--- config.mk ---
export PLATFORM = sky130hd
export DESIGN_NAME = rr_arb_queue_flat
export DESIGN_NICKNAME = d
export VERILOG_FILES = /design/src/rtl/rr_arb_queue_pkg.sv /design/src/rtl/rr_arb_queue_if.sv /design/src/rtl/rr_arb_queue_arb.sv /design/src/rtl/rr_arb_queue.sv /design/src/flat_wrapper.sv
export SDC_FILE = /design/constraint.sdc
export NUM_CORES = 1
export LEC_CHECK = 0
export ABC_AREA = 1
export BUFFER_PORTS_ARGS = -buffer_cell sky130_fd_sc_hd__buf_4
export CAP_MARGIN = 25
export CORE_ASPECT_RATIO = 0.8
export CORE_MARGIN = 3
export CORE_UTILIZATION = 40
export CTS_CLUSTER_DIAMETER = 150
export DETAILED_ROUTE_END_ITERATION = 10
export SYNTH_ARGS = -nofsm -noshare
export SYNTH_HDL_FRONTEND = slang
export SYNTH_SLANG_ARGS = --single-unit
--- constraint.sdc ---
create_clock -name clk_i -period 8.7 [get_ports clk_i]
set_input_delay 0.87 -clock clk_i [delete_from_list [all_inputs] [get_ports clk_i]]
set_output_delay 0.87 -clock clk_i [all_outputs]
set_load 0.005 [all_outputs]
--- src/rtl/rr_arb_queue_pkg.sv ---
// rr_arb_queue_pkg: shared defaults and width helper for the round-robin arbitrated queue.
package rr_arb_queue_pkg;
    localparam int N_DEF     = 4;
    localparam int W_DEF     = 32;
    localparam int DEPTH_DEF = 4;

    // Never returns 0, so the result can always size a vector.
    function automatic int clog2(input int n);
        int r;
        r = 0;
        while ((1 << r) < n) r = r + 1;
        return (r < 1) ? 1 : r;
    endfunction
endpackage

--- src/rtl/rr_arb_queue_if.sv ---
// rr_arb_queue_if: source request bus plus consumer drain bus of the arbitrated queue.
interface rr_arb_queue_if
    import rr_arb_queue_pkg::*;
#(
    parameter int N = N_DEF,
    parameter int W = W_DEF
);
    logic [N-1:0]          req_vld_i;
    logic [N*W-1:0]        req_data_i;
    logic [N-1:0]          req_rdy_o;
    logic                  out_vld_o;
    logic [W-1:0]          out_data_o;
    logic [clog2(N)-1:0]   out_src_o;
    logic                  out_rdy_i;

    modport slave (
        input  req_vld_i, req_data_i, out_rdy_i,
        output req_rdy_o, out_vld_o, out_data_o, out_src_o
    );
    modport master (
        output req_vld_i, req_data_i, out_rdy_i,
        input  req_rdy_o, out_vld_o, out_data_o, out_src_o
    );
endinterface

--- src/rtl/rr_arb_queue_arb.sv ---
// round_robin_arbiter: one-hot round-robin grant; priority moves past the winner only when it may go.
module round_robin_arbiter #(
    parameter int N = 4
) (
    input  logic         clk_i,
    input  logic         rst_i,
    input  logic [N-1:0] req_i,
    input  logic         req_can_go_i,
    output logic [N-1:0] gnt_o
);
    logic [N-1:0] mask_q, mask_d, req_m;

    // mask_q holds the sources above the last winner; empty mask wraps to source 0.
    always_comb begin
        req_m  = req_i & mask_q;
        gnt_o  = (|req_m) ? (req_m & (~req_m + N'(1))) : (req_i & (~req_i + N'(1)));
        mask_d = (req_can_go_i & |gnt_o) ? ~((gnt_o << 1) - N'(1)) : mask_q;
    end

    always_ff @(posedge clk_i or posedge rst_i)
        if (rst_i) mask_q <= '1;
        else       mask_q <= mask_d;
endmodule

--- src/rtl/rr_arb_queue.sv ---
// rr_arb_queue: N sources round-robin arbitrated into a DEPTH-entry FIFO drained by one consumer.
// Define QUEUE_BYPASS_EN for a zero-latency path from the winner to out_* while the FIFO is empty.
module rr_arb_queue
    import rr_arb_queue_pkg::*;
#(
    parameter int N     = N_DEF,
    parameter int W     = W_DEF,
    parameter int DEPTH = DEPTH_DEF
) (
    input logic           clk_i,
    input logic           rst_i,
    rr_arb_queue_if.slave bus
);
    localparam int SW = clog2(N);
    localparam int PW = clog2(DEPTH);
    localparam int CW = clog2(DEPTH + 1);
    localparam logic [CW-1:0] DEPTH_C = CW'(DEPTH);
    localparam logic [PW-1:0] LAST_C  = PW'(DEPTH - 1);

    logic [N-1:0]  gnt;
    logic          full, held, push, wr, pop;
    logic [W-1:0]  win_data;
    logic [SW-1:0] win_src;
    logic [CW-1:0] count_q, count_d;
    logic [PW-1:0] wr_ptr_q, wr_ptr_d, rd_ptr_q, rd_ptr_d;
    logic [W-1:0]  data_mem_q [DEPTH];
    logic [SW-1:0] src_mem_q  [DEPTH];

    // Full is taken from the registered count only: a same-cycle pop never frees a slot for a push.
    assign full = count_q == DEPTH_C;
    assign held = count_q != '0;

    round_robin_arbiter #(.N(N)) u_arb (
        .clk_i        (clk_i),
        .rst_i        (rst_i),
        .req_i        (bus.req_vld_i),
        .req_can_go_i (~full),
        .gnt_o        (gnt)
    );

    always_comb begin
        win_data = '0;
        win_src  = '0;
        for (int k = 0; k < N; k++) begin
            win_data |= bus.req_data_i[k*W +: W] & {W{gnt[k]}};
            win_src  |= gnt[k] ? SW'(k) : '0;
        end
    end

    always_comb begin
        bus.req_rdy_o = gnt & {N{~full & ~rst_i}};
        push          = |bus.req_rdy_o;
`ifdef QUEUE_BYPASS_EN
        wr             = push & ~(~held & bus.out_rdy_i);
        bus.out_vld_o  = ~rst_i & (held | (|bus.req_vld_i));
        bus.out_data_o = ~bus.out_vld_o ? '0 : held ? data_mem_q[rd_ptr_q] : win_data;
        bus.out_src_o  = ~bus.out_vld_o ? '0 : held ? src_mem_q[rd_ptr_q] : win_src;
`else
        wr             = push;
        bus.out_vld_o  = held;
        bus.out_data_o = held ? data_mem_q[rd_ptr_q] : '0;
        bus.out_src_o  = held ? src_mem_q[rd_ptr_q] : '0;
`endif
        pop      = bus.out_vld_o & bus.out_rdy_i & held;
        count_d  = count_q + CW'(wr) - CW'(pop);
        wr_ptr_d = wr ? ((wr_ptr_q == LAST_C) ? '0 : wr_ptr_q + 1'b1) : wr_ptr_q;
        rd_ptr_d = pop ? ((rd_ptr_q == LAST_C) ? '0 : rd_ptr_q + 1'b1) : rd_ptr_q;
    end

    always_ff @(posedge clk_i or posedge rst_i)
        if (rst_i) begin
            count_q  <= '0;
            wr_ptr_q <= '0;
            rd_ptr_q <= '0;
        end else begin
            count_q  <= count_d;
            wr_ptr_q <= wr_ptr_d;
            rd_ptr_q <= rd_ptr_d;
        end

    always_ff @(posedge clk_i)
        if (wr) begin
            data_mem_q[wr_ptr_q] <= win_data;
            src_mem_q[wr_ptr_q]  <= win_src;
        end
endmodule

--- src/flat_wrapper.sv ---
// flat-port wrapper written by rule: the top's interface ports become plain ports
module rr_arb_queue_flat import rr_arb_queue_pkg::*;
#(
    parameter int N     = N_DEF,
    parameter int W     = W_DEF,
    parameter int DEPTH = DEPTH_DEF
)
  (clk_i, rst_i, bus_req_vld_i, bus_req_data_i, bus_out_rdy_i, bus_req_rdy_o, bus_out_vld_o, bus_out_data_o, bus_out_src_o);
  rr_arb_queue_if #(.N(N), .W(W)) bus_i ();
  input logic clk_i;
  input logic rst_i;
  input wire logic [$bits(bus_i.req_vld_i)-1:0] bus_req_vld_i;
  input wire logic [$bits(bus_i.req_data_i)-1:0] bus_req_data_i;
  input wire logic [$bits(bus_i.out_rdy_i)-1:0] bus_out_rdy_i;
  output wire logic [$bits(bus_i.req_rdy_o)-1:0] bus_req_rdy_o;
  output wire logic [$bits(bus_i.out_vld_o)-1:0] bus_out_vld_o;
  output wire logic [$bits(bus_i.out_data_o)-1:0] bus_out_data_o;
  output wire logic [$bits(bus_i.out_src_o)-1:0] bus_out_src_o;
  assign bus_i.req_vld_i = bus_req_vld_i;
  assign bus_i.req_data_i = bus_req_data_i;
  assign bus_i.out_rdy_i = bus_out_rdy_i;
  assign bus_req_rdy_o = bus_i.req_rdy_o;
  assign bus_out_vld_o = bus_i.out_vld_o;
  assign bus_out_data_o = bus_i.out_data_o;
  assign bus_out_src_o = bus_i.out_src_o;
  rr_arb_queue #(.N(N), .W(W), .DEPTH(DEPTH)) u_core (.clk_i(clk_i), .rst_i(rst_i), .bus(bus_i));
endmodule
==> reports/results.txt, run 1 <==
Finished Layout Cells - 1,088
TritonCTS clock tree - built
First-pass GRT wire length - 28,440 um
Initial Utilization - 0.4190
# fillers - 1,493
Distinct cells, synth - 30
CP Max Fanout - 71
Peak VDD IR - 0.1653 mV
Largest net degree at the start of global routing - 72
Adder-Cell Fraction of Synth Area - 0.01689
CP Cell Sequence - buf_4 -> inv_2 -> buf_12 -> o21ai_0 -> a21oi_1 -> buf_4
Synth warn - 0
Antenna violations before repair - 0
Netlist Area Pre-Place - 0.007112 mm^2
Hold Path Class - primary input to asynchronous set/reset pin
Crit end category - primary output
Crit path launch type - flop
Combinational family with the most area after synthesis - simple AND/OR/NAND/NOR gates
ANT nets after route - 0
Most used cell, CP - buf_4
Simple-Gate Fraction of Synth Area - 0.2387
Setup repair bufs after CTS - 0
Sequential fraction of the synthesis area - 0.6137
Final min period - 3419 ps
Mapped Cells - 692
Area contributors post-synth - edfxtp_1 57%, nor2_1 7.7%, nand2_1 6.8%, nand4_2 5.1%, o21ai_0 5.0%
1st-iter DRT viols - 285
H-tree Lvls - 4
Setup slack at placement - 5477 ps
Die area - 0.01943 mm^2
Clock sink total - 147
CTS resizes - 0
XOR/XNOR share of the synthesized area - 0.003695
Top_reg_cell synth - edfxtp_1
Max-cap violations - 0
P per Cell Area - 359.8 mW/mm^2
Clock skew - 7.218 ps
Initial DRT Pass Iterations - 5
Clk buf depth - 2
Num rows - 42
Status - complete, no violations
Number of I/O port buffers - 173
Syn Area/Cell - 10.28 um^2
Detail Placement HPWL - 11,920 um
CTS clk-pin slew, worst paths - 60 ps
Leak pwr - 3.667 nW
Fin nets - 1,000
Crit Path Category - flop to primary output
Most common cell in the synthesized netlist - nor2_1
Die height - 125.3 um
P&R area growth vs syn - 29.94%
Setup tns final - 0 ps
Period utilization - 0.3930
WP data required - 7830 ps
Ant diodes - 0
Achievable Freq - 0.2925 GHz
Post-synth EDFFs - 136
Drt drc - 0
Slowest CP cell - buf_4
Cts hold-fix bufs - 0
Syn_nets - 836
Chip Width - 155.1 um
Setup repair after global routing missed its margin - no
GRT overflow - 0
Via density - 5.041
Critical path buffer and inverter count - 4
RD Place Congestion - 0.8375
Core Region - 0.01697 mm^2
CP Launch Point - u_core.rd_ptr_q[0]$_DFFE_PP0P_
Detailed-route via count - 5,485
Vias in the first global route - 5,452
Slew headroom - 0.4958
Io pins - 174
Share of cells above drive strength 1 - 0.3329
CTS Buf Count - 17
Routed WL - 18,020 um
Most common library cells after synthesis - 146 x nor2_1, 136 x edfxtp_1, 128 x nand2_1, 71 x o21ai_0, 37 x a21oi_1
Final Hold Fails - 0
Final WS setup - 5281 ps
Synth area leader - edfxtp_1
Critical Path AT - 2550 ps
Endpoints failing setup - 0
Inst Count DP - 1,056
Compound-Gate Fraction of Synth Area - 0.08023
Critical path's top delay family - buffers and inverters
GR Util All Layers - 0.1861
Top cell type's share of synthesized area - 0.5742
#FFs+latches synth - 147
Root Buffer - clkbuf_16
Post-synth ARST share - 0.07483
WL/cell - 16.57 um
Mux cell area share after synthesis - 0
Slowest stage delay, CP - 580 ps
Critical R2R Launch - u_core.u_arb.mask_q[3]$_DFFE_PP1P_
Skew-Pair Late Insertion Delay - 420 ps
Final Util - 0.5444
Fin. max-slew vios - 0
Worst Tran Pin Value - 756.4 ps
power by group:
group | internal [W] | switching, W
Combinational | 0.000558 | 0.000889
Clock | 0.000443 | 0.000266
Sequential | 0.00111 | 0.0000581
Total | 0.00211 | 0.00121
sequential cells by signal, indices dropped and copies added, names as in the netlist:
name	cells
u_core.u_arb.mask_q	4
u_core.rd_ptr_q	2
u_core.src_mem_q	8
u_core.count_q	3
u_core.wr_ptr_q	2
u_core.data_mem_q	128
cell usage in the layout, fill, tap and decap left out, drive strengths merged, types with 4 or more instances in the layout:
cell type	n
a21oi	37
clkinv	9
buf	183
nand2	162
dfrtp	7
nand4	34
nand3	5
ha	8
nor2	149
clkbuf	18
edfxtp	136
inv	30
o21ai	71
dfstp	4
worst paths after layout:
path / end / depth (start not counted) / slack [ps]
worst max-delay path: bus_out_data_o[21] / 6 / 5280
worst min-delay path: u_core.wr_ptr_q[1]$_DFFE_PP0P_ / 2 / 470
worst max register to register: u_core.count_q[2]$_DFF_PP0_ / 12 / 6030
worst min register to register: u_core.u_arb.mask_q[3]$_DFFE_PP1P_ / 2 / 470
max in group asynchronous: u_core.u_arb.mask_q[3]$_DFFE_PP1P_ / 2 / 7890
min in group clk_i: u_core.u_arb.mask_q[3]$_DFFE_PP1P_ / 2 / 470
cell families (layout without fill, tap and decap cells):
kind of cell | count (synthesis) | count (layout)
AOI/OAI and AO/OA | 112 | 112
xor gates and xnor gates | 3 | 3
adders and majority gates | 9 | 9
buffers and inverters | 70 | 246
and+or+nand+nor | 351 | 351
DFF | 147 | 147
layer usage:
metal | wire length [um] | GRT usage | vias up
met2 | 8595 | 0.3021 | 147
met4 | 314 | 0.06075 | 0
met1 | 8142 | 0.2455 | 2637
met3 | 971 | 0.04767 | 19
met5 | 0 | 0 | -
li1 | - | - | 2682
area by class of cell:
type	count	area, um^2	area share
sequential	147	4365	0.4724
multi-input combinational	475	2445	0.2646
timing repair buffer	183	1464	0.1584
clock buffer	18	429.2	0.04644
tap	220	275.3	0.02979
clock inverter	13	142.6	0.01543
inverter	32	120.1	0.01300
metrics by stage:
step	hold slack (ps)	area, um^2	total power [W]
global route	490.9	9241	0.003576
CTS	464.4	9221	0.003362
finish	471.9	9241	0.003325
detailed placement	462.2	8650	0.002643
global placement	468.3	8534	0.002558
floorplan	448.3	7112	0.002037
(Power assumes the default switching activity.)
==> run 2, diff against run 1 <==
--- a/config.mk
+++ b/config.mk
@@ -13,6 +13,7 @@
 export CORE_UTILIZATION = 40
 export CTS_CLUSTER_DIAMETER = 150
 export DETAILED_ROUTE_END_ITERATION = 10
+export PLACE_DENSITY = 0.65
 export SYNTH_ARGS = -nofsm -noshare
 export SYNTH_HDL_FRONTEND = slang
 export SYNTH_SLANG_ARGS = --single-unit
==> constraint.sdc (replaced) <==
create_clock -name clk_i -period 3.05 [get_ports clk_i]
set_input_delay 0.305 -clock clk_i [delete_from_list [all_inputs] [get_ports clk_i]]
set_output_delay 0.305 -clock clk_i [all_outputs]
set_load 0.005 [all_outputs]
==> reports/results.txt, run 2 (synthesized netlist as in run 1, its figures left out) <==
WL/cell - 15.87 um (-4.2%)
Io pins - 174 (unchanged)
ANT nets after route - 0 (unchanged)
Clock skew - 10.59 ps (+3.373 ps)
Status - complete, no violations
Die area - 0.01943 mm^2 (unchanged)
CP Cell Sequence - nand2_1 -> nand2_2 -> a21oi_1 -> nand3_1 -> nand2_1 -> nor2_2 -> ha_1 -> inv_1 -> ha_1 -> inv_1 -> fa_1 -> xnor2_1
Slew headroom - 0.5031 (+0.007347)
Detail Placement HPWL - 11,510 um (-3.4%)
Initial Utilization - 0.4190 (unchanged)
Period utilization - 0.8795
CTS Buf Count - 17 (unchanged)
CP Max Fanout - 5 (-93%)
Hold_ws - 207.8 ps (-264.1 ps)
Fin. max-slew vios - 0 (unchanged)
Initial DRT Pass Iterations - 4 (-1)
P&R area growth vs syn - 30.14%
Slowest stage delay, CP - 530 ps (-50 ps)
Critical path's top delay family - simple AND/OR/NAND/NOR gates
Max FFs per register - 128 (unchanged)
Leak pwr - 3.689 nW (+0.60%)
Crit end category - flop
RD Place Congestion - 0.8126 (-3.0%)
Detailed-route via count - 5,416 (-1.3%)
Met2 global-route usage - 0.2916 (-0.01048)
1st-iter DRT viols - 367 (+29%)
Die height - 125.3 um (unchanged)
P per Cell Area - 1033 mW/mm^2 (+190%)
Fin nets - 1,006 (+0.60%)
Core Region - 0.01697 mm^2 (unchanged)
Largest net degree at the start of global routing - 71 (-1.4%)
Largest regs - u_core.data_mem_q (128), u_core.src_mem_q (8), u_core.u_arb.mask_q (4)
DP Area - 0.008630 mm^2 (-0.23%)
Commonest non-fill, non-tap cell in the layout - buf_4
Routing usage on met1 - 0.2423 (-0.003180)
Drt drc - 0 (unchanged)
Root Buffer - clkbuf_16
Skew-Pair Late Insertion Delay - 420 ps (about the same)
Peak VDD IR - 0.4532 mV (+170%)
Post-route cell area - 0.009255 mm^2 (+0.15%)
Via density - 4.946 (-1.9%)
Antenna violations before repair - 0 (unchanged)
Commonest cells after routing, fill and taps aside - 187 x buf_4, 142 x nor2_1, 136 x edfxtp_1
GRT overflow - 0 (unchanged)
Chip Width - 155.1 um (unchanged)
TritonCTS clock tree - built
Routed WL - 17,370 um (-3.6%)
Worst Tran Pin Value - 745.3 ps (-11.02 ps)
Share of cells above drive strength 1 - 0.3406 (+0.007622)
Crit path launch type - flop
Final min period - 2682 ps
First-pass GRT wire length - 28,030 um (-1.4%)
Clk buf depth - 2 (unchanged)
WP data required - 3350 ps (-4480 ps)
Number of I/O port buffers - 173 (unchanged)
GR Util All Layers - 0.1834 (-0.002787)
Num rows - 42 (unchanged)
Critical path buffer and inverter count - 2 (-2)
Vias in the first global route - 5,431 (-0.39%)
Hold Path Class - primary input to flop
Final Hold Fails - 0 (unchanged)
Crit Path Category - flop to flop
Max-cap violations - 0 (unchanged)
Endpoints failing setup - 0 (unchanged)
Achievable Freq - 0.3728 GHz
Critical Path AT - 2980 ps (+430 ps)
CTS clk-pin slew, worst paths - 60 ps (about the same)
GR Layer Usage met3 - 0.05699 (+0.009326)
Layer with the highest usage - met2
Setup tns final - 0 ps (unchanged)
Setup repair after global routing missed its margin - no
Final Util - 0.5453 (+0.0008110)
Reg with most FFs - u_core.data_mem_q
CTS resizes - 0 (unchanged)
Ant diodes - 0 (unchanged)
Clock sink total - 147 (unchanged)
H-tree Lvls - 4 (unchanged)
Slowest CP cell - dfstp_2
## run 2: worst paths after layout
kind	endpoint	cells after the start	startpoint	slack, ps
max in group asynchronous	u_core.rd_ptr_q[0]$_DFFE_PP0P_	3	rst_i	2240
min in group asynchronous	u_core.count_q[0]$_DFF_PP0_	3	rst_i	470
hold reg to reg	u_core.u_arb.mask_q[3]$_DFFE_PP1P_	2	u_core.u_arb.mask_q[3]$_DFFE_PP1P_	470
setup / recovery	u_core.count_q[2]$_DFF_PP0_	12	u_core.u_arb.mask_q[3]$_DFFE_PP1P_	370
setup reg to reg	u_core.count_q[2]$_DFF_PP0_	12	u_core.u_arb.mask_q[3]$_DFFE_PP1P_	370
hold / removal	u_core.data_mem_q[3][19]$_DFFE_PP_	3	bus_req_data_i[51]	210
## run 2: power by group
| group | total [W] | internal (W) | switching [W] |
|---|---|---|---|
| logic | 0.00407 | 0.00154 | 0.00253 |
| clock network | 0.00215 | 0.00136 | 0.000791 |
| registers | 0.00333 | 0.00317 | 0.000162 |
| total | 0.00956 | 0.00608 | 0.00348 |
## run 2: metrics by stage
step / total power, W / worst slack (ps) / cells
floorplan: 0.005811 / 81.18 / 692
global placement: 0.007461 / 436.6 / 1062
detailed placement: 0.007513 / 356.4 / 1062
CTS: 0.009682 / 350.4 / 1095
global route: 0.01027 / 180.9 / 1095
finish: 0.009557 / 367.7 / 1095
## run 2: worst min-delay path: cells and delay by family
family / cells / cell delay, ps
simple gates: 2 / 120
buf+inv: 1 / 80
## run 2: cell type report
cell class	instances	area, um^2
clock buffer	18	429.2
clock inverter	14	186.4
fill	1460	7719
inverter	32	120.1
multi-input combinational	475	2445
sequential	147	4365
tap	220	275.3
timing repair buffer	189	1434
## run 2: repair_timing
item,in CTS,in global routing
hold buffers,1,0
setup buffers,0,0
endpoints found under the hold margin,7,0
## run 2: layer usage
layer  up-vias  share of wire
li1       2699              -
met5         -              0
met4         0          0.013
met2       181           0.47
met3        14          0.085
met1      2522           0.44
